<file path="config.mk">
export PLATFORM = sky130hd
export DESIGN_NAME = ripple_carry_adder_reg_flat
export DESIGN_NICKNAME = d
export VERILOG_FILES = /design/src/rtl/rca_pkg.sv /design/src/rtl/ripple_carry_adder_reg_if.sv /design/src/rtl/full_adder.sv /design/src/rtl/ripple_carry_adder_reg.sv /design/src/flat_wrapper.sv
export SDC_FILE = /design/constraint.sdc
export NUM_CORES = 1
export LEC_CHECK = 0
export BUFFER_PORTS_ARGS = -buffer_cell sky130_fd_sc_hd__buf_2
export CAP_MARGIN = 20
export CORE_MARGIN = 10
export CORE_UTILIZATION = 43
export CTS_CLUSTER_SIZE = 10
export DETAILED_ROUTE_END_ITERATION = 10
export PLACE_DENSITY = 0.83
export SLEW_MARGIN = 30
export SYNTH_ARGS = -nofsm -noshare
export SYNTH_HDL_FRONTEND = slang
export SYNTH_SLANG_ARGS = --single-unit
</file>
<file path="constraint.sdc">
create_clock -name clk -period 1.2 [get_ports clk]
set_input_delay 0.18 -clock clk [delete_from_list [all_inputs] [get_ports clk]]
set_output_delay 0.18 -clock clk [all_outputs]
set_load 0.02 [all_outputs]
</file>
<file path="src/rtl/rca_pkg.sv">
// Shared width default and a trace-friendly result record for the registered ripple-carry adder.
package rca_pkg;

    localparam int unsigned RCA_DEFAULT_W = 16;

    typedef struct packed {
        logic                     cout;
        logic [RCA_DEFAULT_W-1:0] sum;
    } rca_result_t;

endpackage

</file>
<file path="src/rtl/ripple_carry_adder_reg_if.sv">
// Operand/result bundle for ripple_carry_adder_reg; master drives operands, slave returns result.
interface ripple_carry_adder_reg_if
    import rca_pkg::*;
#(
    parameter int unsigned N = RCA_DEFAULT_W
);

    logic [N-1:0] a;
    logic [N-1:0] b;
    logic         cin;
    logic [N-1:0] sum;
    logic         cout;

    modport master (
        output a,
        output b,
        output cin,
        input  sum,
        input  cout
    );

    modport slave (
        input  a,
        input  b,
        input  cin,
        output sum,
        output cout
    );

endinterface

</file>
<file path="src/rtl/full_adder.sv">
// Single-bit full adder; one link of the ripple carry chain.
module full_adder (
    input  logic a,
    input  logic b,
    input  logic cin,
    output logic s,
    output logic cout
);

    logic w_p;

    assign w_p  = a ^ b;
    assign s    = w_p ^ cin;
    assign cout = (a & b) | (cin & w_p);

endmodule

</file>
<file path="src/rtl/ripple_carry_adder_reg.sv">
// N-bit ripple-carry adder built from chained full adders, with a registered {cout,sum}.
module ripple_carry_adder_reg
    import rca_pkg::*;
#(
    parameter int unsigned N = RCA_DEFAULT_W
) (
    input  logic                        clk,
    input  logic                        rst_n,
    ripple_carry_adder_reg_if.slave     bus
);

    logic [N:0]   w_c;
    logic [N-1:0] w_s;
    logic [N-1:0] r_sum;
    logic         r_cout;

    assign w_c[0] = bus.cin;

    for (genvar i = 0; i < N; i++) begin : g_chain
        full_adder u_fa (
            .a    (bus.a[i]),
            .b    (bus.b[i]),
            .cin  (w_c[i]),
            .s    (w_s[i]),
            .cout (w_c[i+1])
        );
    end

    always_ff @(posedge clk or negedge rst_n) begin
        if (!rst_n) begin
            r_sum  <= '0;
            r_cout <= 1'b0;
        end else begin
            r_sum  <= w_s;
            r_cout <= w_c[N];
        end
    end

    assign bus.sum  = r_sum;
    assign bus.cout = r_cout;

endmodule

</file>
<file path="src/flat_wrapper.sv">
// flat-port wrapper written by rule: the top's interface ports become plain ports
module ripple_carry_adder_reg_flat import rca_pkg::*;
#(
    parameter int unsigned N = RCA_DEFAULT_W
)
  (clk, rst_n, bus_a, bus_b, bus_cin, bus_sum, bus_cout);
  ripple_carry_adder_reg_if #(.N(N)) bus_i ();
  input  logic clk;
  input  logic rst_n;
  input wire logic [$bits(bus_i.a)-1:0] bus_a;
  input wire logic [$bits(bus_i.b)-1:0] bus_b;
  input wire logic [$bits(bus_i.cin)-1:0] bus_cin;
  output wire logic [$bits(bus_i.sum)-1:0] bus_sum;
  output wire logic [$bits(bus_i.cout)-1:0] bus_cout;
  assign bus_i.a = bus_a;
  assign bus_i.b = bus_b;
  assign bus_i.cin = bus_cin;
  assign bus_sum = bus_i.sum;
  assign bus_cout = bus_i.cout;
  ripple_carry_adder_reg #(.N(N)) u_core (.clk(clk), .rst_n(rst_n), .bus(bus_i));
endmodule
</file>
==> results of run 1 <==
## synthesized netlist by cell type
cell / n
dfrtp_1: 17
fa_1: 16
inv_1: 10
## layout make-up
class,instances,area share [%]
multi-input cells,16,31.1
clock inverters,1,0.435
repair buffers,52,23.6
clock buffers,3,1.96
flip-flops and latches,17,37.0
inverters,10,3.26
well taps,25,2.72
## power by group through the flow
stage | sequential, mW | combinational [mW] | clock [mW]
after floorplan | 0.867 | 0.105 | 0
after global placement | 0.711 | 0.483 | 0
after detailed placement | 0.715 | 0.508 | 0
after CTS | 0.703 | 0.520 | 0.298
after global routing | 0.714 | 0.563 | 0.326
final | 0.701 | 0.501 | 0.294
## logic make-up after synthesis
| group | synth area share, % |
|---|---|
| flops | 54.3 |
| fa+ha+maj | 40.9 |
| buf+inv | 4.79 |
## flip-flops by register name, indices dropped and copies added, names as in the netlist
signal / flops
u_core.bus.sum: 16
u_core.bus.cout: 1
## worst paths after layout
path,cells after the start,from,endpoint
worst max-delay path,21,bus_cin,u_core.bus.sum[15]$_DFF_PN0_
worst min-delay path,2,bus_a[13],u_core.bus.sum[13]$_DFF_PN0_
max in group asynchronous,2,rst_n,u_core.bus.sum[9]$_DFF_PN0_
min in group asynchronous,2,rst_n,u_core.bus.sum[2]$_DFF_PN0_
## stage by stage
stage	cells	worst slack, ps	total power, mW	cell area (um^2)
final	124	-4560	1.50	1150
after CTS	124	-4580	1.52	1150
after detailed placement	119	-4900	1.22	1100
after global placement	119	-4800	1.19	1100
after floorplan	43	-4600	0.973	818
after global routing	124	-4690	1.60	1150
## metal layers
| layer | vias up | wire length (um) | GRT usage, % |
|---|---|---|---|
| met5 | - | 0 | 0 |
| met4 | 0 | 22 | 4.19 |
| met3 | 2 | 194 | 4.12 |
| met2 | 34 | 896 | 15.9 |
| met1 | 240 | 654 | 11.5 |
| li1 | 230 | - | - |
## repair_timing
action | CTS | global route
resized for setup | 3 | 0
hold endpoints to repair | 17 | 0
pin swaps | 0 | 2
gates cloned | 0 | 0
hold buffers | 1 | 0
endpoints found under the setup margin | 15 | 15
setup buffers | 0 | 0
## critical path: stages
cell	delay, ps
buf_6	90
fa_2	380
fa_2	370
fa_2	350
fa_2	350
fa_2	340
fa_2	350
fa_2	380
fa_2	350
fa_2	340
inv_2	60
fa_2	180
inv_2	30
fa_2	330
fa_2	350
fa_2	350
fa_2	340
fa_2	340
inv_2	60
fa_1	390
inv_1	60
==> out/qor.json, run 1 <==
{
  "ioPinCount": {"value": 52},
  "timing_worst_slew_pin_value": {"value": 344, "unit": "ps"},
  "final_layout_size_suffix_gt1_share": {"value": 73.7, "unit": "%"},
  "required": {"value": 1430, "unit": "ps"},
  "finalWeightedCongestion": {"value": 0.629},
  "netSwitchingPower": {"value": 0.499, "unit": "mW"},
  "synthTopCellsByArea": {"value": "dfrtp_1, fa_1, inv_1"},
  "htreeDepth": {"value": 1},
  "tritoncts_num_sinks": {"value": 17},
  "cts.path.max_buffers": {"value": 2},
  "placement.io_buffers": {"value": 51},
  "globalRouteOverflowTotal": {"value": 0},
  "setup.worst_path.end_class": {"value": "flop"},
  "postSynthAreaPerCell": {"value": 18.2, "unit": "um^2"},
  "synth.ff_latch_count": {"value": 17},
  "grt_pass1_wl": {"value": 3.11, "unit": "mm"},
  "mostFrequentLayoutCell": {"value": "buf_2"},
  "relSlewSlack": {"value": 77.1, "unit": "%"},
  "multi_input_comb_area": {"value": 358, "unit": "um^2"},
  "timing.final.ws_setup": {"value": -4560, "unit": "ps"},
  "drt_pre_antenna_iters": {"value": 3},
  "wirelength": {"value": 1.77, "unit": "mm"},
  "violations": {"value": "setup timing"},
  "power.clock.fraction": {"value": 19.6, "unit": "%"},
  "dieHeight": {"value": 62.7, "unit": "um"},
  "setup_repair_after_global_routing_missed_its_margin": {"value": "yes"},
  "detail_route.vias_per_cell": {"value": 4.08},
  "synthesis.area": {"value": 783, "unit": "um^2"},
  "via_count": {"value": 506},
  "synthesis.instances": {"value": 43},
  "tritoncts_clock_tree": {"value": "done"},
  "start_util": {"value": 45.4, "unit": "%"},
  "comb_power_share": {"value": 33.5, "unit": "%"},
  "grt_pass1_vias": {"value": 662},
  "synth_largest_type_area_fraction": {"value": 54.3, "unit": "%"},
  "first_iter_violations": {"value": 13},
  "finalCriticalPeriod": {"value": 5760, "unit": "ps"},
  "grt_max_degree": {"value": 18},
  "fp.dieW": {"value": 62.7, "unit": "um"},
  "number_of_nets_in_the_layout": {"value": 151},
  "hp-class": {"value": "primary input to flop"},
  "num-fill-cells": {"value": 137},
  "cp_max_fo": {"value": 1},
  "placement_rows": {"value": 15},
  "global_route_usage_over_all_layers": {"value": 9.96, "unit": "%"},
  "sequential_share_of_the_synthesized_area": {"value": 54.3, "unit": "%"},
  "post-route-util": {"value": 66.7, "unit": "%"},
  "area_delta_synth_final": {"value": 47.0, "unit": "%"},
  "seq_power_share": {"value": 46.9, "unit": "%"},
  "buffer_type_at_the_clock_tree_root": {"value": "clkbuf_4"},
  "antenna_found_initial": {"value": 0},
  "most-common-layout-cells": {"value": "buf_2, dfrtp_1, fa_2, inv_1"},
  "synth_warnings": {"value": 0},
  "final_slew_viol_count": {"value": 0},
  "avgRoutedWirePerCell": {"value": 14.3, "unit": "um"},
  "drt.antenna.violating_nets": {"value": 0},
  "cts.reportedPaths.clkPinSlew": {"value": 100, "unit": "ps"},
  "setup-violations-final": {"value": 15},
  "netlist.top_cell.by_area": {"value": "dfrtp_1"},
  "power.static_leakage": {"value": 0.577, "unit": "nW"},
  "fin_setup_tns": {"value": -37440, "unit": "ps"},
  "final.period_utilization": {"value": 480, "unit": "%"},
  "irDropWorstVdd": {"value": 0.617, "unit": "mV"},
  "cp.arrival": {"value": 5990, "unit": "ps"},
  "fin_worst_hold_slack": {"value": 200, "unit": "ps"},
  "yosys.cell_types.count": {"value": 3},
  "synth_fp_nets": {"value": 94},
  "dp.final_hpwl": {"value": 1.66, "unit": "mm"},
  "timing.critical_path.from_type": {"value": "primary input"},
  "timing.max_cap.violations": {"value": 0},
  "tritoncts.num_buffers": {"value": 3},
  "power-per-cell-area": {"value": 1300, "unit": "mW/mm^2"},
  "drc": {"value": 0},
  "regArea": {"value": 425, "unit": "um^2"},
  "timing.final.hold_violations": {"value": 0},
  "insertedDiodeCount": {"value": 0},
  "internal_power": {"value": 0.998, "unit": "mW"},
  "switching_share": {"value": 33.3, "unit": "%"},
  "outcome": {"value": "complete, but fails checks"},
  "core_area": {"value": 0.00173, "unit": "mm^2"},
  "critPathKind": {"value": "primary input to flop"},
  "die-area": {"value": 0.00393, "unit": "mm^2"},
  "fmax": {"value": 174, "unit": "MHz"}
}
No activity file was read; power rests on OpenSTA's default activity.
==> inputs of run 2 (changes only) <==
==> constraint.sdc (replaced) <==
create_clock -name clk -period 1.2 [get_ports clk]
set_input_delay 0.36 -clock clk [delete_from_list [all_inputs] [get_ports clk]]
set_output_delay 0.36 -clock clk [all_outputs]
set_load 0.02 [all_outputs]
==> out/qor.json, run 2 (synthesized netlist as in run 1, its figures left out) <==
{
  "required": {"value": 1420, "unit": "ps"},
  "finalWeightedCongestion": {"value": 0.628},
  "internal_power": {"value": 1.10, "unit": "mW"},
  "number_of_nets_in_the_layout": {"value": 151},
  "detail_route.vias_per_cell": {"value": 4.29},
  "power-per-cell-area": {"value": 1320, "unit": "mW/mm^2"},
  "timing.final.hold_violations": {"value": 0},
  "dp.final_hpwl": {"value": 1.61, "unit": "mm"},
  "global_route_usage_over_all_layers": {"value": 10.1, "unit": "%"},
  "irDropWorstVdd": {"value": 0.808, "unit": "mV"},
  "num-fill-cells": {"value": 132},
  "insertedDiodeCount": {"value": 0},
  "comb_power_share": {"value": 37.3, "unit": "%"},
  "via_count": {"value": 532},
  "antenna_found_initial": {"value": 0},
  "final_slew_viol_count": {"value": 0},
  "drc": {"value": 0},
  "cts.reportedPaths.clkPinSlew": {"value": 100, "unit": "ps"},
  "critPathKind": {"value": "primary input to flop"},
  "setup_repair_after_global_routing_missed_its_margin": {"value": "yes"},
  "finalCriticalPeriod": {"value": 5940, "unit": "ps"},
  "placement.io_buffers": {"value": 51},
  "detailed_place.area": {"value": 0.00110, "unit": "mm^2"},
  "core_area": {"value": 0.00173, "unit": "mm^2"},
  "timing_worst_slew_pin_value": {"value": 378, "unit": "ps"},
  "fin_setup_tns": {"value": -39640, "unit": "ps"},
  "largest_register_ffs": {"value": 16},
  "wirelength": {"value": 2.01, "unit": "mm"},
  "final_layout_size_suffix_gt1_share": {"value": 74.7, "unit": "%"},
  "tritoncts.num_buffers": {"value": 3},
  "grtUsageMet2": {"value": 16.5, "unit": "%"},
  "fmax": {"value": 168, "unit": "MHz"},
  "drt.antenna.violating_nets": {"value": 0},
  "ioPinCount": {"value": 52},
  "relSlewSlack": {"value": 74.8, "unit": "%"},
  "cts_setup_buffers": {"value": 0},
  "switching_share": {"value": 32.4, "unit": "%"},
  "globalRouteOverflowTotal": {"value": 0},
  "outcome": {"value": "complete, but fails checks"},
  "power.static_leakage": {"value": 0.606, "unit": "nW"},
  "placement_rows": {"value": 15},
  "most-common-layout-cells": {"value": "buf_2, dfrtp_1, fa_2, buf_6, inv_1"},
  "die-area": {"value": 0.00393, "unit": "mm^2"},
  "grt_pass1_vias": {"value": 620},
  "buffer_type_at_the_clock_tree_root": {"value": "clkbuf_4"},
  "power.clock.fraction": {"value": 18.0, "unit": "%"},
  "netSwitchingPower": {"value": 0.529, "unit": "mW"},
  "mostFrequentLayoutCell": {"value": "buf_2"},
  "setup.worst_path.end_class": {"value": "flop"},
  "timing.critical_path.from_type": {"value": "primary input"},
  "seq_power_share": {"value": 44.7, "unit": "%"},
  "setup-violations-final": {"value": 15},
  "cp.arrival": {"value": 6160, "unit": "ps"},
  "cts.path.max_buffers": {"value": 2},
  "area_delta_synth_final": {"value": 58.1, "unit": "%"},
  "final.period_utilization": {"value": 495, "unit": "%"},
  "report.power.total": {"value": 1.63, "unit": "mW"},
  "avgRoutedWirePerCell": {"value": 16.2, "unit": "um"},
  "post-place-ws": {"value": -5090, "unit": "ps"},
  "start_util": {"value": 45.4, "unit": "%"},
  "grt_max_degree": {"value": 18},
  "layout.cell_area.non_filler": {"value": 0.00124, "unit": "mm^2"},
  "htreeDepth": {"value": 1},
  "first_iter_violations": {"value": 16},
  "gr-usage-met3": {"value": 3.94, "unit": "%"},
  "tritoncts_num_sinks": {"value": 17},
  "tritoncts_clock_tree": {"value": "done"},
  "drt_pre_antenna_iters": {"value": 4},
  "global_route.peak_usage_layer": {"value": "met2"},
  "dieHeight": {"value": 62.7, "unit": "um"},
  "grt_pass1_wl": {"value": 3.08, "unit": "mm"},
  "post-route-util": {"value": 71.7, "unit": "%"},
  "met1_usage": {"value": 10.8, "unit": "%"},
  "hp-class": {"value": "primary input to flop"},
  "timing.max_cap.violations": {"value": 0},
  "timing.final.ws_setup": {"value": -4740, "unit": "ps"},
  "violations": {"value": "setup timing"},
  "fp.dieW": {"value": 62.7, "unit": "um"},
  "cp_max_fo": {"value": 1}
}
[run 2: cell count changes in the layout (fill, tap and decap cells not counted)]
| cell | previous run | this run |
|---|---|---|
| buf_2 | 50 | 36 |
| buf_6 | 1 | 15 |
| inv_1 | 7 | 6 |
| inv_2 | 3 | 4 |
[run 2: worst max-delay path, stage by stage]
cell   delay, ps
buf_6         90
fa_2         370
fa_2         350
fa_2         350
fa_2         350
fa_2         350
fa_2         350
fa_2         350
fa_2         340
fa_2         340
inv_2         60
fa_2         190
inv_2         40
fa_2         330
fa_2         370
fa_2         350
fa_2         350
fa_2         340
inv_2         60
fa_1         400
inv_1         60
[run 2: worst paths after layout]
| check | from | endpoint | slack, ps | depth (start not counted) |
|---|---|---|---|---|
| max in group asynchronous | rst_n | u_core.bus.cout$_DFF_PN0_ | 400 | 2 |
| min in group asynchronous | rst_n | u_core.bus.sum[6]$_DFF_PN0_ | 520 | 2 |
| worst max-delay path | bus_cin | u_core.bus.sum[15]$_DFF_PN0_ | -4740 | 21 |
| worst min-delay path | bus_a[11] | u_core.bus.sum[11]$_DFF_PN0_ | 370 | 2 |
[run 2: area by class of cell]
cell class / count / area (um^2) / share of cell area (%)
Sequential cell: 17 / 425 / 34.3
Timing Repair Buffer: 52 / 359 / 29.0
Multi-Input combinational cell: 16 / 358 / 28.9
Inverter: 10 / 37.5 / 3.03
Tap cell: 25 / 31.3 / 2.53
Clock buffer: 3 / 22.5 / 1.82
Clock inverter: 1 / 5.00 / 0.404
[run 2: stage by stage]
step | hold slack [ps] | instances
5_1_grt | 351 | 124
2_1_floorplan | 64.4 | 43
3_3_place_gp | 289 | 119
4_1_cts | 364 | 124
3_5_place_dp | 293 | 119
6_report | 375 | 124
[run 2: power by group through the flow]
stage,Sequential (mW),Clock (mW),Combinational [mW]
after floorplan,0.867,0,0.105
after global placement,0.711,0,0.488
after detailed placement,0.714,0,0.504
after CTS,0.702,0.313,0.513
after global routing,0.740,0.342,0.664
final,0.730,0.294,0.609
[run 2: repair_timing]
action	CTS	global route
pin swaps	1	0
setup endpoints to repair	15	29
hold endpoints to repair	17	0
hold buffers	1	0
resized for setup	3	29
[run 2: routing by layer]
layer,part of all wire [%],up-vias
met2,53,38
met5,0,-
met4,1.3,0
met1,38,260
li1,-,232
met3,7.9,2
==> inputs of run 3 (changes only) <==
--- a/config.mk
+++ b/config.mk
@@ -5,13 +5,13 @@
 export SDC_FILE = /design/constraint.sdc
 export NUM_CORES = 1
 export LEC_CHECK = 0
-export BUFFER_PORTS_ARGS = -buffer_cell sky130_fd_sc_hd__buf_2
 export CAP_MARGIN = 20
 export CORE_MARGIN = 10
-export CORE_UTILIZATION = 43
+export CORE_UTILIZATION = 56
 export CTS_CLUSTER_SIZE = 10
 export DETAILED_ROUTE_END_ITERATION = 10
-export PLACE_DENSITY = 0.83
+export DONT_BUFFER_PORTS = 1
+export PLACE_DENSITY = 0.72
 export SLEW_MARGIN = 30
 export SYNTH_ARGS = -nofsm -noshare
 export SYNTH_HDL_FRONTEND = slang
==> out/qor.json, run 3 (synthesized netlist as in run 1, its figures left out) <==
{
  "start_util": {"value": 59.4, "unit": "%"},
  "insertedDiodeCount": {"value": 0},
  "number_of_nets_in_the_layout": {"value": 100},
  "timing.max_cap.violations": {"value": 0},
  "tritoncts.num_buffers": {"value": 3},
  "dp.final_hpwl": {"value": 1.39, "unit": "mm"},
  "dieHeight": {"value": 57.4, "unit": "um"},
  "drt_pre_antenna_iters": {"value": 2},
  "detailed_place.area": {"value": 837, "unit": "um^2"},
  "cp_max_fo": {"value": 1},
  "multi_input_comb_area": {"value": 358, "unit": "um^2"},
  "critPathKind": {"value": "primary input to flop"},
  "avgRoutedWirePerCell": {"value": 24.1, "unit": "um"},
  "drc": {"value": 0},
  "critPathSlowestCell": {"value": "fa_1"},
  "required": {"value": 1420, "unit": "ps"},
  "htreeDepth": {"value": 1},
  "cts_setup_buffers": {"value": 0},
  "setup-violations-final": {"value": 15},
  "final.period_utilization": {"value": 485, "unit": "%"},
  "hp-class": {"value": "primary input to flop"},
  "timing_worst_slew_pin_value": {"value": 725, "unit": "ps"},
  "timing.final.ws_setup": {"value": -4620, "unit": "ps"},
  "stdcell_count": {"value": 63},
  "irDropWorstVdd": {"value": 0.779, "unit": "mV"},
  "drt.antenna.violating_nets": {"value": 0},
  "fin_setup_tns": {"value": -38260, "unit": "ps"},
  "ioPinCount": {"value": 52},
  "final_slew_viol_count": {"value": 0},
  "worstHoldStart": {"value": "bus_a[13]"},
  "core_area": {"value": 0.00132, "unit": "mm^2"},
  "relSlewSlack": {"value": 51.5, "unit": "%"},
  "post-route-util": {"value": 66.5, "unit": "%"},
  "worstHoldPathCells": {"value": 1},
  "post-place-ws": {"value": -4970, "unit": "ps"},
  "setup.worst_path.end_class": {"value": "flop"},
  "cts.reportedPaths.clkPinSlew": {"value": 90, "unit": "ps"},
  "die-area": {"value": 0.00329, "unit": "mm^2"},
  "timing.critical_path.from_type": {"value": "primary input"},
  "grt_max_degree": {"value": 18},
  "regArea": {"value": 425, "unit": "um^2"},
  "global_route_usage_over_all_layers": {"value": 8.73, "unit": "%"},
  "fp.dieW": {"value": 57.4, "unit": "um"},
  "most-common-layout-cells": {"value": "dfrtp_1, fa_2, inv_1, inv_2, clkbuf_4"},
  "cts.path.max_buffers": {"value": 2},
  "timing.final.hold_violations": {"value": 0},
  "largest_register_ffs": {"value": 16},
  "timing.critical_path.mode_cell": {"value": "fa_2"},
  "area_delta_synth_final": {"value": 11.8, "unit": "%"},
  "report.power.total": {"value": 1.32, "unit": "mW"},
  "fin_worst_hold_slack": {"value": 286, "unit": "ps"},
  "setup_repair_after_global_routing_missed_its_margin": {"value": "yes"},
  "finalCriticalPeriod": {"value": 5820, "unit": "ps"},
  "placement_rows": {"value": 13},
  "tritoncts_clock_tree": {"value": "done"},
  "finalWeightedCongestion": {"value": 0.644},
  "num-fill-cells": {"value": 87},
  "fmax": {"value": 172, "unit": "MHz"},
  "outcome": {"value": "complete, but fails checks"},
  "first_iter_violations": {"value": 2},
  "grt_pass1_wl": {"value": 2.19, "unit": "mm"},
  "via_count": {"value": 329},
  "grt_pass1_vias": {"value": 451},
  "wirelength": {"value": 1.52, "unit": "mm"},
  "dp_cells": {"value": 58},
  "min_delay_worst_endpoint": {"value": "u_core.bus.sum[13]$_DFF_PN0_"},
  "final_layout_size_suffix_gt1_share": {"value": 45.8, "unit": "%"},
  "antenna_found_initial": {"value": 0},
  "power.static_leakage": {"value": 0.371, "unit": "nW"},
  "detail_route.vias_per_cell": {"value": 5.22},
  "mostFrequentLayoutCell": {"value": "dfrtp_1"},
  "buffer_type_at_the_clock_tree_root": {"value": "clkbuf_4"},
  "layout.cell_area.non_filler": {"value": 876, "unit": "um^2"},
  "critical-path-max-stage-delay": {"value": 400, "unit": "ps"},
  "placement.io_buffers": {"value": 0},
  "violations": {"value": "setup timing"},
  "cp.arrival": {"value": 6040, "unit": "ps"},
  "path_cells": {"value": "fa_2 -> fa_2 -> fa_2 -> fa_2 -> fa_2 -> fa_2 -> fa_2 -> fa_2 -> fa_2 -> inv_2 -> fa_2 -> inv_2 -> fa_2 -> fa_2 -> fa_2 -> fa_2 -> fa_2 -> inv_2 -> fa_1 -> inv_1"},
  "power-per-cell-area": {"value": 1510, "unit": "mW/mm^2"},
  "tritoncts_num_sinks": {"value": 17},
  "globalRouteOverflowTotal": {"value": 0}
}
==> run 3: cell types whose count changed in the layout (fill, tap and decap cells not counted) <==
cell,previous run,this run
buf_2,36,0
clkinv_2,1,0
buf_6,15,0
clkbuf_1,0,1
==> run 3: what timing repair did <==
action	in CTS	in global routing
hold endpoints to repair	17	0
gates cloned	0	0
hold buffers	1	0
setup endpoints to repair	15	15
pin swaps	1	0
resized for setup	2	1
==> run 3: layer usage <==
metal | up-vias | global-route usage [%] | part of all wire [%]
li1 | 129 | - | -
met1 | 173 | 7.67 | 29
met2 | 27 | 15.5 | 58
met3 | 0 | 7.08 | 13
met4 | 0 | 1.01 | 0
met5 | - | 0 | 0
==> run 3: area by class of cell <==
class | count | share of cell area, %
multi-input cells | 16 | 40.9
inverters | 10 | 4.29
clock buffers | 4 | 3.00
flip-flops and latches | 17 | 48.6
well taps | 15 | 2.14
repair buffers | 1 | 1.14
==> run 3: report_power, final <==
group	total, mW	internal [mW]	leakage, nW	switching [mW]
clock	0.288	0.128	0.0150	0.160
combinational	0.155	0.0781	0.158	0.0770
sequential	0.875	0.682	0.198	0.193
total	1.32	0.888	0.371	0.430
==> run 3: how the worst max path moves through the flow <==
| stage | from | end | slack [ps] | depth (start not counted) |
|---|---|---|---|---|
| 6_report | bus_cin | u_core.bus.sum[15]$_DFF_PN0_ | -4620 | 20 |
| 5_1_grt | bus_cin | u_core.bus.sum[15]$_DFF_PN0_ | -4750 | 20 |
| 4_1_cts | bus_cin | u_core.bus.sum[15]$_DFF_PN0_ | -4650 | 20 |
| 3_5_place_dp | bus_cin | u_core.bus.sum[15]$_DFF_PN0_ | -4970 | 20 |
| 3_3_place_gp | bus_cin | u_core.bus.sum[15]$_DFF_PN0_ | -4870 | 20 |
| 2_1_floorplan | bus_cin | u_core.bus.sum[15]$_DFF_PN0_ | -4780 | 20 |
==> run 3: worst max-delay path, delay by kind of cell <==
family	cells	cell delay (ps)
buffers and inverters	4	220
adders and majority gates	16	5460
